==> src/rtl/rob_pkg.sv <==
// Shared reorder-buffer types and sizing.
// ROB_TAG_W is also the CDB tag width used by the arbiter and functional units.
package rob_pkg;

  localparam int unsigned XLEN      = 32;
  localparam int unsigned ROB_SZ    = 8;
  localparam int unsigned ROB_TAG_W = $clog2(ROB_SZ);

  typedef logic [ROB_TAG_W-1:0] rob_tag_t;
  // Index plus wrap bit, so full and empty can be told apart
  typedef logic [ROB_TAG_W:0]   rob_ptr_t;

  typedef struct packed {
    logic            valid;
    logic            complete;
    logic [4:0]      dest_reg;
    logic [XLEN-1:0] value;
  } rob_entry_t;

endpackage

==> src/rtl/rob_if.sv <==
// Reorder-buffer bus: dispatch, CDB capture and retire signal groups.
// Optional feature macro: ROB_SQUASH_EN adds the squash input.
interface rob_if;
  import rob_pkg::*;

  logic                 dispatch_valid;
  logic [4:0]           dispatch_dest_reg;
  rob_tag_t             dispatch_tag;
  logic                 rob_full;
  logic                 rob_empty;
  logic [ROB_TAG_W:0]   rob_count;
  logic                 cdb_valid;
  rob_tag_t             cdb_tag;
  logic [XLEN-1:0]      cdb_value;
  logic                 retire_valid;
  rob_tag_t             retire_tag;
  logic [4:0]           retire_dest_reg;
  logic [XLEN-1:0]      retire_value;
`ifdef ROB_SQUASH_EN
  logic                 squash;
`endif

  // Core side: dispatch stage, CDB arbiter and commit
  modport master (
`ifdef ROB_SQUASH_EN
    output squash,
`endif
    output dispatch_valid, dispatch_dest_reg, cdb_valid, cdb_tag, cdb_value,
    input  dispatch_tag, rob_full, rob_empty, rob_count,
    input  retire_valid, retire_tag, retire_dest_reg, retire_value
  );

  // Reorder buffer side
  modport slave (
`ifdef ROB_SQUASH_EN
    input  squash,
`endif
    input  dispatch_valid, dispatch_dest_reg, cdb_valid, cdb_tag, cdb_value,
    output dispatch_tag, rob_full, rob_empty, rob_count,
    output retire_valid, retire_tag, retire_dest_reg, retire_value
  );

endinterface

==> src/rtl/rob.sv <==
// Eight-entry reorder buffer: in-order allocate, CDB capture, in-order retire.
// Optional feature macro: ROB_SQUASH_EN (squash flushes every entry).
module rob
  import rob_pkg::*;
(
  input logic  clock,
  input logic  reset,
  rob_if.slave bus
);

  rob_entry_t entries [ROB_SZ];
  rob_ptr_t   head;
  rob_ptr_t   tail;

  rob_tag_t   head_idx;
  rob_tag_t   tail_idx;
  rob_entry_t head_entry;
  logic       full;
  logic       empty;
  logic       squash_req;
  logic       retire_fire;
  logic       dispatch_fire;
  logic       cdb_hit;

`ifdef ROB_SQUASH_EN
  assign squash_req = bus.squash;
`else
  assign squash_req = 1'b0;
`endif

  // Status and event decode; status depends on registered pointers only
  always_comb begin
    head_idx      = head[ROB_TAG_W-1:0];
    tail_idx      = tail[ROB_TAG_W-1:0];
    head_entry    = entries[head_idx];
    full          = (head_idx == tail_idx) && (head[ROB_TAG_W] != tail[ROB_TAG_W]);
    empty         = (head == tail);
    // Full is taken before this cycle's retire, so a freed head does not admit dispatch
    dispatch_fire = bus.dispatch_valid && !full;
    cdb_hit       = bus.cdb_valid && entries[bus.cdb_tag].valid;
    retire_fire   = head_entry.valid && head_entry.complete && !squash_req;

    bus.dispatch_tag = tail_idx;
    bus.rob_full     = full;
    bus.rob_empty    = empty;
    bus.rob_count    = tail - head;
  end

  // Retire port; data forced to zero when nothing retires
  always_comb begin
    bus.retire_valid    = retire_fire;
    bus.retire_tag      = '0;
    bus.retire_dest_reg = '0;
    bus.retire_value    = '0;
    if (retire_fire) begin
      bus.retire_tag      = head_idx;
      bus.retire_dest_reg = head_entry.dest_reg;
      bus.retire_value    = head_entry.value;
    end
  end

  // Entry array and pointer update; dispatch, capture and retire touch different entries
  always_ff @(posedge clock) begin
    if (reset) begin
      head <= '0;
      tail <= '0;
      for (int i = 0; i < ROB_SZ; i++) begin
        entries[i] <= '0;
      end
    end else if (squash_req) begin
      head <= '0;
      tail <= '0;
      for (int i = 0; i < ROB_SZ; i++) begin
        entries[i].valid    <= 1'b0;
        entries[i].complete <= 1'b0;
      end
    end else begin
      if (cdb_hit) begin
        entries[bus.cdb_tag].complete <= 1'b1;
        entries[bus.cdb_tag].value    <= bus.cdb_value;
      end
      // Placed after capture so a retiring head always ends invalid
      if (retire_fire) begin
        entries[head_idx].valid    <= 1'b0;
        entries[head_idx].complete <= 1'b0;
        head                       <= head + 1'b1;
      end
      if (dispatch_fire) begin
        entries[tail_idx] <= '{valid: 1'b1, complete: 1'b0,
                               dest_reg: bus.dispatch_dest_reg, value: '0};
        tail              <= tail + 1'b1;
      end
    end
  end

endmodule

==> src/flat_wrapper.sv <==
// flat-port wrapper written by rule: the top's interface ports become plain ports
module rob_flat import rob_pkg::*;
  (clock, reset, bus_dispatch_valid, bus_dispatch_dest_reg, bus_cdb_valid, bus_cdb_tag, bus_cdb_value, bus_dispatch_tag, bus_rob_full, bus_rob_empty, bus_rob_count, bus_retire_valid, bus_retire_tag, bus_retire_dest_reg, bus_retire_value);
  rob_if bus_i ();
  input logic clock;
  input logic reset;
  input wire logic [$bits(bus_i.dispatch_valid)-1:0] bus_dispatch_valid;
  input wire logic [$bits(bus_i.dispatch_dest_reg)-1:0] bus_dispatch_dest_reg;
  input wire logic [$bits(bus_i.cdb_valid)-1:0] bus_cdb_valid;
  input wire logic [$bits(bus_i.cdb_tag)-1:0] bus_cdb_tag;
  input wire logic [$bits(bus_i.cdb_value)-1:0] bus_cdb_value;
  output wire logic [$bits(bus_i.dispatch_tag)-1:0] bus_dispatch_tag;
  output wire logic [$bits(bus_i.rob_full)-1:0] bus_rob_full;
  output wire logic [$bits(bus_i.rob_empty)-1:0] bus_rob_empty;
  output wire logic [$bits(bus_i.rob_count)-1:0] bus_rob_count;
  output wire logic [$bits(bus_i.retire_valid)-1:0] bus_retire_valid;
  output wire logic [$bits(bus_i.retire_tag)-1:0] bus_retire_tag;
  output wire logic [$bits(bus_i.retire_dest_reg)-1:0] bus_retire_dest_reg;
  output wire logic [$bits(bus_i.retire_value)-1:0] bus_retire_value;
  assign bus_i.dispatch_valid = bus_dispatch_valid;
  assign bus_i.dispatch_dest_reg = bus_dispatch_dest_reg;
  assign bus_i.cdb_valid = bus_cdb_valid;
  assign bus_i.cdb_tag = bus_cdb_tag;
  assign bus_i.cdb_value = bus_cdb_value;
  assign bus_dispatch_tag = bus_i.dispatch_tag;
  assign bus_rob_full = bus_i.rob_full;
  assign bus_rob_empty = bus_i.rob_empty;
  assign bus_rob_count = bus_i.rob_count;
  assign bus_retire_valid = bus_i.retire_valid;
  assign bus_retire_tag = bus_i.retire_tag;
  assign bus_retire_dest_reg = bus_i.retire_dest_reg;
  assign bus_retire_value = bus_i.retire_value;
  rob u_core (.clock(clock), .reset(reset), .bus(bus_i));
endmodule
==> config.mk <==
export PLATFORM = sky130hd
export DESIGN_NAME = rob_flat
export DESIGN_NICKNAME = d
export VERILOG_FILES = /design/src/rtl/rob_pkg.sv /design/src/rtl/rob_if.sv /design/src/rtl/rob.sv /design/src/flat_wrapper.sv
export SDC_FILE = /design/constraint.sdc
export NUM_CORES = 1
export LEC_CHECK = 0
export BUFFER_PORTS_ARGS = -buffer_cell sky130_fd_sc_hd__buf_2
export CAP_MARGIN = 10
export CORE_ASPECT_RATIO = 1.4
export CORE_MARGIN = 2
export CORE_UTILIZATION = 45
export DETAILED_ROUTE_END_ITERATION = 16
export HOLD_SLACK_MARGIN = 0.05
export PLACE_DENSITY = 0.68
export SYNTH_ARGS = -nofsm -noshare
export SYNTH_HDL_FRONTEND = slang
export SYNTH_SLANG_ARGS = --single-unit
export TNS_END_PERCENT = 50
==> constraint.sdc <==
create_clock -name clock -period 3.1 [get_ports clock]
set_input_delay 0.155 -clock clock [delete_from_list [all_inputs] [get_ports clock]]
set_output_delay 0.155 -clock clock [all_outputs]
set_load 0.01 [all_outputs]
==> impl_metrics.yaml, run 1 <==
clocking:
  clockBufferDepth: 3
  hold_buffers: 38
  cts_buffers: 31
  cts_tree: "done"
  cts_setup_buffers: 0
  clkTransAtPathRegs_ns: 0.07
  cts_resized: 0
  htree_levels: 1
  clock_sinks: 323
  clk_latency_ns: 0.59
  clock-root-buffer: "clkbuf_16"
global_route:
  grt_overflow_total: 0
  grt_start_max_net_pins: 75
  grt_pass1_vias: 10800
  grt_usage_pct: 23.2
  grt_pass1_wl_um: 60300
  antenna_found_initial: 0
critical_path:
  worst_ep_arrival_time_ns: 2.60
  required_ns: 2.94
  end_kind: "primary output"
  worstSetupPathType: "flop to primary output"
  critical_path.max_fanout: 54
  crit_path_start_kind: "flop"
  slowest_stage: "mux2_4"
  critPathMaxStageDelay_ns: 0.54
  critical_path.cell_chain: "nand2_1 > mux4_2 > mux2_4 > inv_1 > ha_1 > buf_2"
layout:
  utilization_pct: 52.7
  diodes: 0
  syn2layout_area_growth_pct: 15.4
  finalNetCount: 1415
  drive_gt1_share_pct: 21.2
floorplan:
  fp.dieH_um: 213
  dieArea_mm2: 0.0326
  fp-row-count: 76
  die-width_um: 153
  pin_count: 94
  core-area_mm2: 0.0307
  start_util_pct: 45.7
synthesis:
  synth_fp_nets: 1360
  synth_top_area_cell: "dfxtp_1"
  synth-seq-cells: 323
  synth_common_cells: "dfxtp_1 (283), a22o_1 (145), a21oi_1 (134), nand2_1 (99), clkbuf_1 (92)"
  synthArstFlopShare_pct: 0
  yosysWarnings: 0
  synth-seq-area-share_pct: 49.0
  synth-edff-count: 40
  synthDistinctLibCells: 60
  netlist_area_mm2: 0.0140
  avgSynthCellArea_um2: 10.7
  synth_ff_type: "dfxtp_1"
  syn_inst: 1309
  synthTopCellsByArea: "dfxtp_1 (40%), mux4_2 (12%), a22o_1 (9.1%)"
  yosysTopAreaCellShare_pct: 40.4
  synth_most_common_cell: "dfxtp_1"
placement:
  place_congestion: 0.883
  dpl.hpwl_um: 23400
  io_buffers: 93
timing:
  hold_viol: 0
  setup_viol: 0
  fin_skew_ns: 0.0262
  hold-worst-slack_ns: 0.154
  worst_pin_slew_ns: 0.938
  fin_setup_tns_ns: 0
  timing.final.crit_share_pct: 89.0
  slew_viol_final: 0
  fin_crit_ns: 2.76
  maxSlewHeadroom_pct: 37.3
  fmax_mhz: 362
  rsz0062_at_grt: "no"
drt:
  first_pass_iters: 5
  ant_nets: 0
  drcViolationCount: 0
  vias_per_cell: 5.98
  vias: 10600
  drt-total-wl_um: 38400
  wl_per_cell_um: 21.6
  drt_iter0_drc: 800
min_path:
  hold_class: "input pin to flop"
power:
  p_leak_nw: 6.06
  peakVddDrop_uv: 663
  power.density_mw_per_mm2: 546
run_status:
  outcome: "complete, no violations"
job:
  drv_cap: 0
## cell usage in the layout (no fill, tap or decap), types with 4 or more instances in the layout
cell type	instances
a21oi_1	134
nand3_1	82
ha_1	6
edfxtp_1	40
clkinv_1	4
and3_1	40
mux2i_1	38
dfxtp_1	280
a22o_1	145
nand2_1	99
xor2_1	4
inv_1	14
nor2_4	5
mux4_2	76
bufinv_16	7
buf_2	93
clkinvlp_4	4
nor2_1	88
and2_1	40
nor2b_1	5
dlygate4sd3_1	38
a21oi_2	4
clkbuf_16	31
buf_4	36
## sequential cells by signal, indices dropped and copies added (netlist names), named ones only
name and cells:
u_core.tail 4, u_core.head 4, u_core.entries 312
## through the flow
| stage | instances | power [mW] | setup WS (ns) | area (um2) |
|---|---|---|---|---|
| final | 1779 | 8.83 | 0.341 | 16200 |
| after global routing | 1779 | 9.09 | 0.194 | 16200 |
| after CTS | 1779 | 8.90 | 0.299 | 16200 |
| after detailed placement | 1683 | 4.77 | 0.526 | 14700 |
| after global placement | 1683 | 4.76 | 0.611 | 14700 |
| after floorplan | 1309 | 4.63 | 0.770 | 14000 |
## cells by family (layout without fill, tap and decap cells)
kind of cell / Yosys count / in the layout / share of synthesized area, %
flops: 323 / 323 / 49.0
simple gates: 393 / 393 / 14.0
fa+ha+maj: 7 / 7 / 0.678
xor+xnor: 8 / 8 / 0.607
buf+inv: 163 / 243 / 5.26
mux: 115 / 115 / 15.0
compound gates: 300 / 300 / 15.5
## path summary, 6_finish.rpt
| path | depth (start not counted) | slack (ns) | startpoint | end |
|---|---|---|---|---|
| worst max-delay path | 6 | 0.34 | u_core.entries[0][38] | bus_retire_tag[0] |
| worst min-delay path | 3 | 0.15 | reset | u_core.tail[0] |
| worst max register to register | 6 | 0.51 | u_core.head[0] | u_core.entries[3][25] |
| worst min register to register | 2 | 0.46 | u_core.entries[5][30] | u_core.entries[5][30] |
## worst max-delay path: cells and delay by family (launching register included)
| kind | cells | cell delay [ns] |
|---|---|---|
| and+or+nand+nor | 1 | 0.07 |
| adders and majority gates | 1 | 0.18 |
| buffers and inverters | 2 | 0.41 |
| muxes | 2 | 0.98 |
| DFF | 1 | 0.39 |
## where the power goes
| part | switching (mW) | leakage (nW) | total (mW) | internal (mW) |
|---|---|---|---|---|
| Clock | 1.68 | 0.526 | 4.12 | 2.44 |
| Sequential | 0.0171 | 2.70 | 4.29 | 4.27 |
| Combinational | 0.281 | 2.84 | 0.423 | 0.142 |
| Total | 1.98 | 6.06 | 8.83 | 6.86 |
## routing by layer
| metal | wire length [um] | vias to the layer above | track usage (%) |
|---|---|---|---|
| li1 | - | 4880 | - |
| met1 | 14900 | 5296 | 27.6 |
| met2 | 20200 | 389 | 43.2 |
| met3 | 2160 | 80 | 2.70 |
| met4 | 1090 | 0 | 8.14 |
| met5 | 0 | - | 0 |
## final cells by class
type | instances | area (um2)
fill | 2702 | 14500
timing repair buffer | 170 | 1180
clock inverter | 25 | 324
multi-input combinational | 823 | 6460
tap | 390 | 488
clock buffer | 33 | 793
sequential | 323 | 6880
inverter | 15 | 57.6
Power figures use the tool's default switching activity.
==> inputs of run 2 (changes only) <==
Settings changed: CELL_PAD_IN_SITES_DETAIL_PLACEMENT set to 1, CELL_PAD_IN_SITES_GLOBAL_PLACEMENT set to 2, CORE_MARGIN 2 to not set, CORE_UTILIZATION 45 to 34, PLACE_DENSITY 0.68 to 0.75.
==> impl_metrics.yaml, run 2 (synthesis gave the netlist of run 1 again) <==
floorplan:
  core-area_mm2: 0.0405
  fp-row-count: 87
  dieArea_mm2: 0.0421
  fp.dieH_um: 242
  start_util_pct: 34.6
  pin_count: 94
  die-width_um: 174
clocking:
  clock_sinks: 323
  cts_buffers: 34
  cts_tree: "done"
  clk_latency_ns: 0.52
  htree_levels: 2
  cts_setup_buffers: 0
  clockBufferDepth: 3
  cts_resized: 0
  clock-root-buffer: "clkbuf_16"
  clkTransAtPathRegs_ns: 0.06
power:
  power.density_mw_per_mm2: 540
  power_mw: 8.91
  p_leak_nw: 6.15
  peakVddDrop_uv: 301
critical_path:
  required_ns: 2.94
  end_kind: "primary output"
  worstSetupPathType: "flop to primary output"
  rr_startpoint: "u_core.head[1]"
  crit_path_start_kind: "flop"
  worst_ep_arrival_time_ns: 2.65
  critical_path.max_fanout: 74
drt:
  drt-total-wl_um: 44800
  wl_per_cell_um: 23.1
  ant_nets: 0
  vias: 10700
  vias_per_cell: 5.53
  drt_iter0_drc: 535
  drcViolationCount: 0
  first_pass_iters: 4
global_route:
  antenna_found_initial: 1
  grt_usage_pct: 21.3
  grt_pass1_vias: 11600
  grt_overflow_total: 0
  grt_pass1_wl_um: 69000
  grt_start_max_net_pins: 126
timing:
  fin_crit_ns: 2.80
  fin_skew_ns: 0.0167
  setup_viol: 0
  worst_pin_slew_ns: 1.05
  slew_viol_final: 0
  maxSlewHeadroom_pct: 30.1
  hold_viol: 0
  timing.final.crit_share_pct: 90.5
  hold-worst-slack_ns: 0.117
  rsz0062_at_grt: "no"
  fin_setup_tns_ns: 0
  final.setup.worst_slack_ns: 0.296
  fmax_mhz: 357
layout:
  layout_common_cells: "dfxtp_1 (280), a22o_1 (145), a21oi_1 (134), nand2_1 (99), buf_2 (93)"
  finalNetCount: 1427
  fillCellCount: 4481
  mostFrequentLayoutCell: "dfxtp_1"
  drive_gt1_share_pct: 22.0
  largest_reg_flops: 312
  regMostFlops: "u_core.entries"
  largest_registers: "u_core.entries: 312 flops, u_core.head: 4 flops, u_core.tail: 4 flops"
  syn2layout_area_growth_pct: 17.6
placement:
  dp_slack_ns: 0.371
  place_congestion: 0.782
  dpl.hpwl_um: 27700
  io_buffers: 93
min_path:
  hp-start: "bus_dispatch_valid"
  hold_class: "input pin to flop"
run_status:
  outcome: "complete, no violations"
job:
  drv_cap: 0
run 2: changes by cell type in the layout (fill, tap and decap cells not counted), moves of 2 or more:
cell / change
buf_4: +8
bufinv_16: -6
clkbuf_1: +5
clkbuf_16: +6
clkbuf_8: +7
clkinv_1: -4
clkinv_4: -2
clkinvlp_2: -3
inv_6: -2
nand3_1: -2
nand3_2: +2
run 2: worst paths after layout:
kind	to	slack (ns)	cells after the start
worst max-delay path	bus_retire_value[18]	0.30	5
worst min-delay path	u_core.tail[1]	0.12	4
worst max register to register	u_core.entries[2][9]	0.35	6
worst min register to register	u_core.entries[5][13]	0.47	2
run 2: area by class of cell:
type	count	area, um2	area share, %
diodes	1	2.50	0.0152
clock buffers	52	1060	6.45
clock inverters	10	92.6	0.561
inverters	15	58.8	0.357
multi-input cells	823	6470	39.3
flip-flops and latches	323	6880	41.7
well taps	534	668	4.05
repair buffers	179	1260	7.62
run 2: routing by layer:
layer / global-route usage (%) / up-vias / routed length, um
met5: 0 / - / 0
met1: 24.9 / 5529 / 18200
met4: 7.30 / 0 / 1050
met3: 2.42 / 65 / 1410
li1: - / 4912 / -
met2: 39.9 / 212 / 24200
run 2: where the power goes:
part	internal, mW	switching (mW)
Clock	2.47	1.72
Combinational	0.144	0.294
Sequential	4.27	0.0180
Total	6.88	2.03
run 2: worst max-delay path: stages, from the launching register on:
cell and delay (ns):
dfxtp_4 0.39, buf_12 0.49, mux4_2 0.60, mux2i_1 0.38
nor2_1 0.07, buf_2 0.15
run 2: what timing repair did:
item | 4_1_cts | 5_1_grt
setup endpoints to repair | 0 | 0
hold buffers | 38 | 0
hold endpoints to repair | 290 | 0
run 2: stage by stage:
step	std cells	util, %	cell area [um2]
finish	1937	40.7	16500
global route	1937	40.7	16500
CTS	1936	40.7	16500
detailed placement	1836	36.9	15000
global placement	1836	36.9	15000
floorplan	1309	-	14000
==> inputs of run 3 (changes only) <==
Settings changed: ABC_AREA set to 1, CAP_MARGIN 10 to not set, PLACE_DENSITY 0.75 to 0.82.
==> impl_metrics.yaml, run 3 <==
layout:
  largest_registers: "u_core.entries: 312 flops, u_core.head: 4 flops, u_core.tail: 4 flops"
  largest_reg_flops: 312
  mostFrequentLayoutCell: "nand2_1"
  fin_area_mm2: 0.0181
  syn2layout_area_growth_pct: 14.0
  layout_common_cells: "nand2_1 (516), dfxtp_1 (280), nand4_1 (257), nand3_1 (255), a21oi_1 (156)"
  drive_gt1_share_pct: 12.9
  fillCellCount: 5617
  regMostFlops: "u_core.entries"
  finalNetCount: 2136
drt:
  drt_iter0_drc: 1177
  vias: 16200
  drt-total-wl_um: 64300
  ant_nets: 0
  wl_per_cell_um: 23.6
  vias_per_cell: 5.93
  first_pass_iters: 5
  drcViolationCount: 0
synthesis:
  syn_inst: 2097
  synthTopCellsByArea: "dfxtp_1 (36%), nand2_1 (12%), nand4_1 (10%)"
  synth_common_cells: "nand2_1 (519), dfxtp_1 (283), nand4_1 (257), nand3_1 (255), a21oi_1 (156)"
  yosysTopAreaCellShare_pct: 35.6
  synth-edff-count: 40
  synth_fp_nets: 2148
  synth-seq-cells: 323
  synth_ff_type: "dfxtp_1"
  synthArstFlopShare_pct: 0
  netlist_area_mm2: 0.0159
  synth_top_area_cell: "dfxtp_1"
  avgSynthCellArea_um2: 7.58
  synthDistinctLibCells: 39
  synth_most_common_cell: "nand2_1"
  synth-seq-area-share_pct: 43.2
  yosysWarnings: 0
clocking:
  clockBufferDepth: 3
  cts_setup_buffers: 0
  cts_buffers: 36
  clkTransAtPathRegs_ns: 0.06
  clk_latency_ns: 0.54
  cts_tree: "done"
  clock_sinks: 323
  htree_levels: 2
  clock-root-buffer: "clkbuf_16"
critical_path:
  critPathTopFamily: "buffers and inverters"
  critPathMaxStageDelay_ns: 0.61
  cp_num_buf_inv: 2
  critical_path_depth: 7
  critical_path.max_fanout: 50
  crit_path_start_kind: "flop"
  required_ns: 2.94
  slowest_stage: "dfxtp_4"
  end_kind: "primary output"
  worstSetupPathType: "flop to primary output"
  ff2ff_path_depth: 10
  worst_ep_arrival_time_ns: 2.75
  critical_path.cell_chain: "buf_4 > a21oi_1 > a32o_1 > nand2_1 > o21ai_0 > nor2_1 > buf_2"
min_path:
  hold_class: "input pin to flop"
  hold_depth: 2
floorplan:
  start_util_pct: 34.5
  die-width_um: 185
  fp.dieH_um: 258
  core-area_mm2: 0.0461
  fp-row-count: 93
  dieArea_mm2: 0.0476
  pin_count: 94
timing:
  final.setup.worst_slack_ns: 0.196
  fin_skew_ns: 0.0141
  timing.final.crit_share_pct: 93.7
  maxSlewHeadroom_pct: 28.7
  worst_pin_slew_ns: 1.07
  setup_viol: 0
  fin_setup_tns_ns: 0
  hold_viol: 0
  rsz0062_at_grt: "no"
  slew_viol_final: 0
  fmax_mhz: 344
  fin_crit_ns: 2.90
job:
  drv_cap: 0
global_route:
  grt_overflow_total: 0
  grt_pass1_wl_um: 98700
  antenna_found_initial: 1
  grt_usage_pct: 26.9
  grt_pass1_vias: 16400
  grt_start_max_net_pins: 101
placement:
  dpl.hpwl_um: 37800
  dp_slack_ns: 0.546
  io_buffers: 93
  place_congestion: 0.804
  placed_area_mm2: 0.0166
power:
  p_leak_nw: 7.60
  combPwrFrac_pct: 12.8
  power.density_mw_per_mm2: 549
  internal-power_mw: 7.17
  seqPwrFrac_pct: 43.7
  switching_share_pct: 28.0
  peakVddDrop_uv: 278
  clkPwrFrac_pct: 43.5
  switchingPower_mw: 2.78
run_status:
  outcome: "complete, no violations"
==> run 3: cell count changes in the layout (fill, tap and decap cells not counted), moves of 39 or more <==
cell and change:
nand3_1 +175, nand2_1 +417, a22o_1 -145, o21ai_0 +39, nand4_1 +254, and2_1 -40
and3_1 -39, mux4_2 -76
==> run 3: cell type report <==
cell class,instances,area [um2],area share (%)
multi-input combinational,1487,7690,42.4
sequential,323,6870,37.9
timing repair buffer,189,1420,7.83
clock buffer,54,1100,6.07
tap,617,772,4.26
inverter,48,198,1.09
clock inverter,8,70.1,0.387
antenna,1,2.50,0.0138
==> run 3: per-layer routing <==
metal	vias up	share of wire [%]	track usage (%)
li1	7315	-	-
met1	8143	41	32.6
met2	567	50	47.8
met3	144	5.0	3.05
met4	0	3.5	11.0
met5	-	0	0
==> run 3: worst paths after layout <==
| kind | to | startpoint | slack (ns) |
|---|---|---|---|
| worst min-delay path | flop | reset | 0.11 |
| worst max-delay path | bus_retire_value[10] | flop | 0.20 |
| worst min register to register | u_core.entries[0][26] | u_core.entries[0][26] | 0.46 |
| worst max register to register | u_core.entries[0][18] | u_core.tail[0] | 0.52 |
==> run 3: kinds of logic (layout without fill, tap and decap cells) <==
kind of cell    after synthesis  in the layout  share of synthesized area, %
fa+ha+maj                     7              7                         0.598
other cells                   0              1                             0
xor+xnor                      3              3                         0.213
simple gates               1196           1196                          36.0
buf+inv                     287            299                          8.89
flops                       323            323                          43.2
compound gates              281            281                          11.1
==> run 3: power by group through the flow <==
stage               Clock, mW  Combinational, mW  Sequential [mW]
global placement            0               1.22             4.44
detailed placement          0               1.23             4.44
global route             4.55               1.36             4.36
floorplan                   0              0.807             4.42
CTS                      4.39               1.27             4.35
finish                   4.33               1.28             4.35
==> run 3: what timing repair did <==
item                                   CTS  global route
setup endpoints to repair                0            15
resized for setup                        0             2
endpoints found under the hold margin  257             0
hold buffers                            33             0
==> run 3: per-stage QoR <==
| stage | hold WS (ns) | utilization (%) | instances | power, mW |
|---|---|---|---|---|
| 6_report | 0.112 | 39.3 | 2727 | 9.96 |
| 3_3_place_gp | 0.447 | 36.1 | 2631 | 5.66 |
| 5_1_grt | 0.130 | 39.3 | 2727 | 10.3 |
| 3_5_place_dp | 0.454 | 36.1 | 2631 | 5.68 |
| 4_1_cts | 0.0997 | 39.3 | 2726 | 10.0 |
| 2_1_floorplan | 0.352 | - | 2097 | 5.22 |
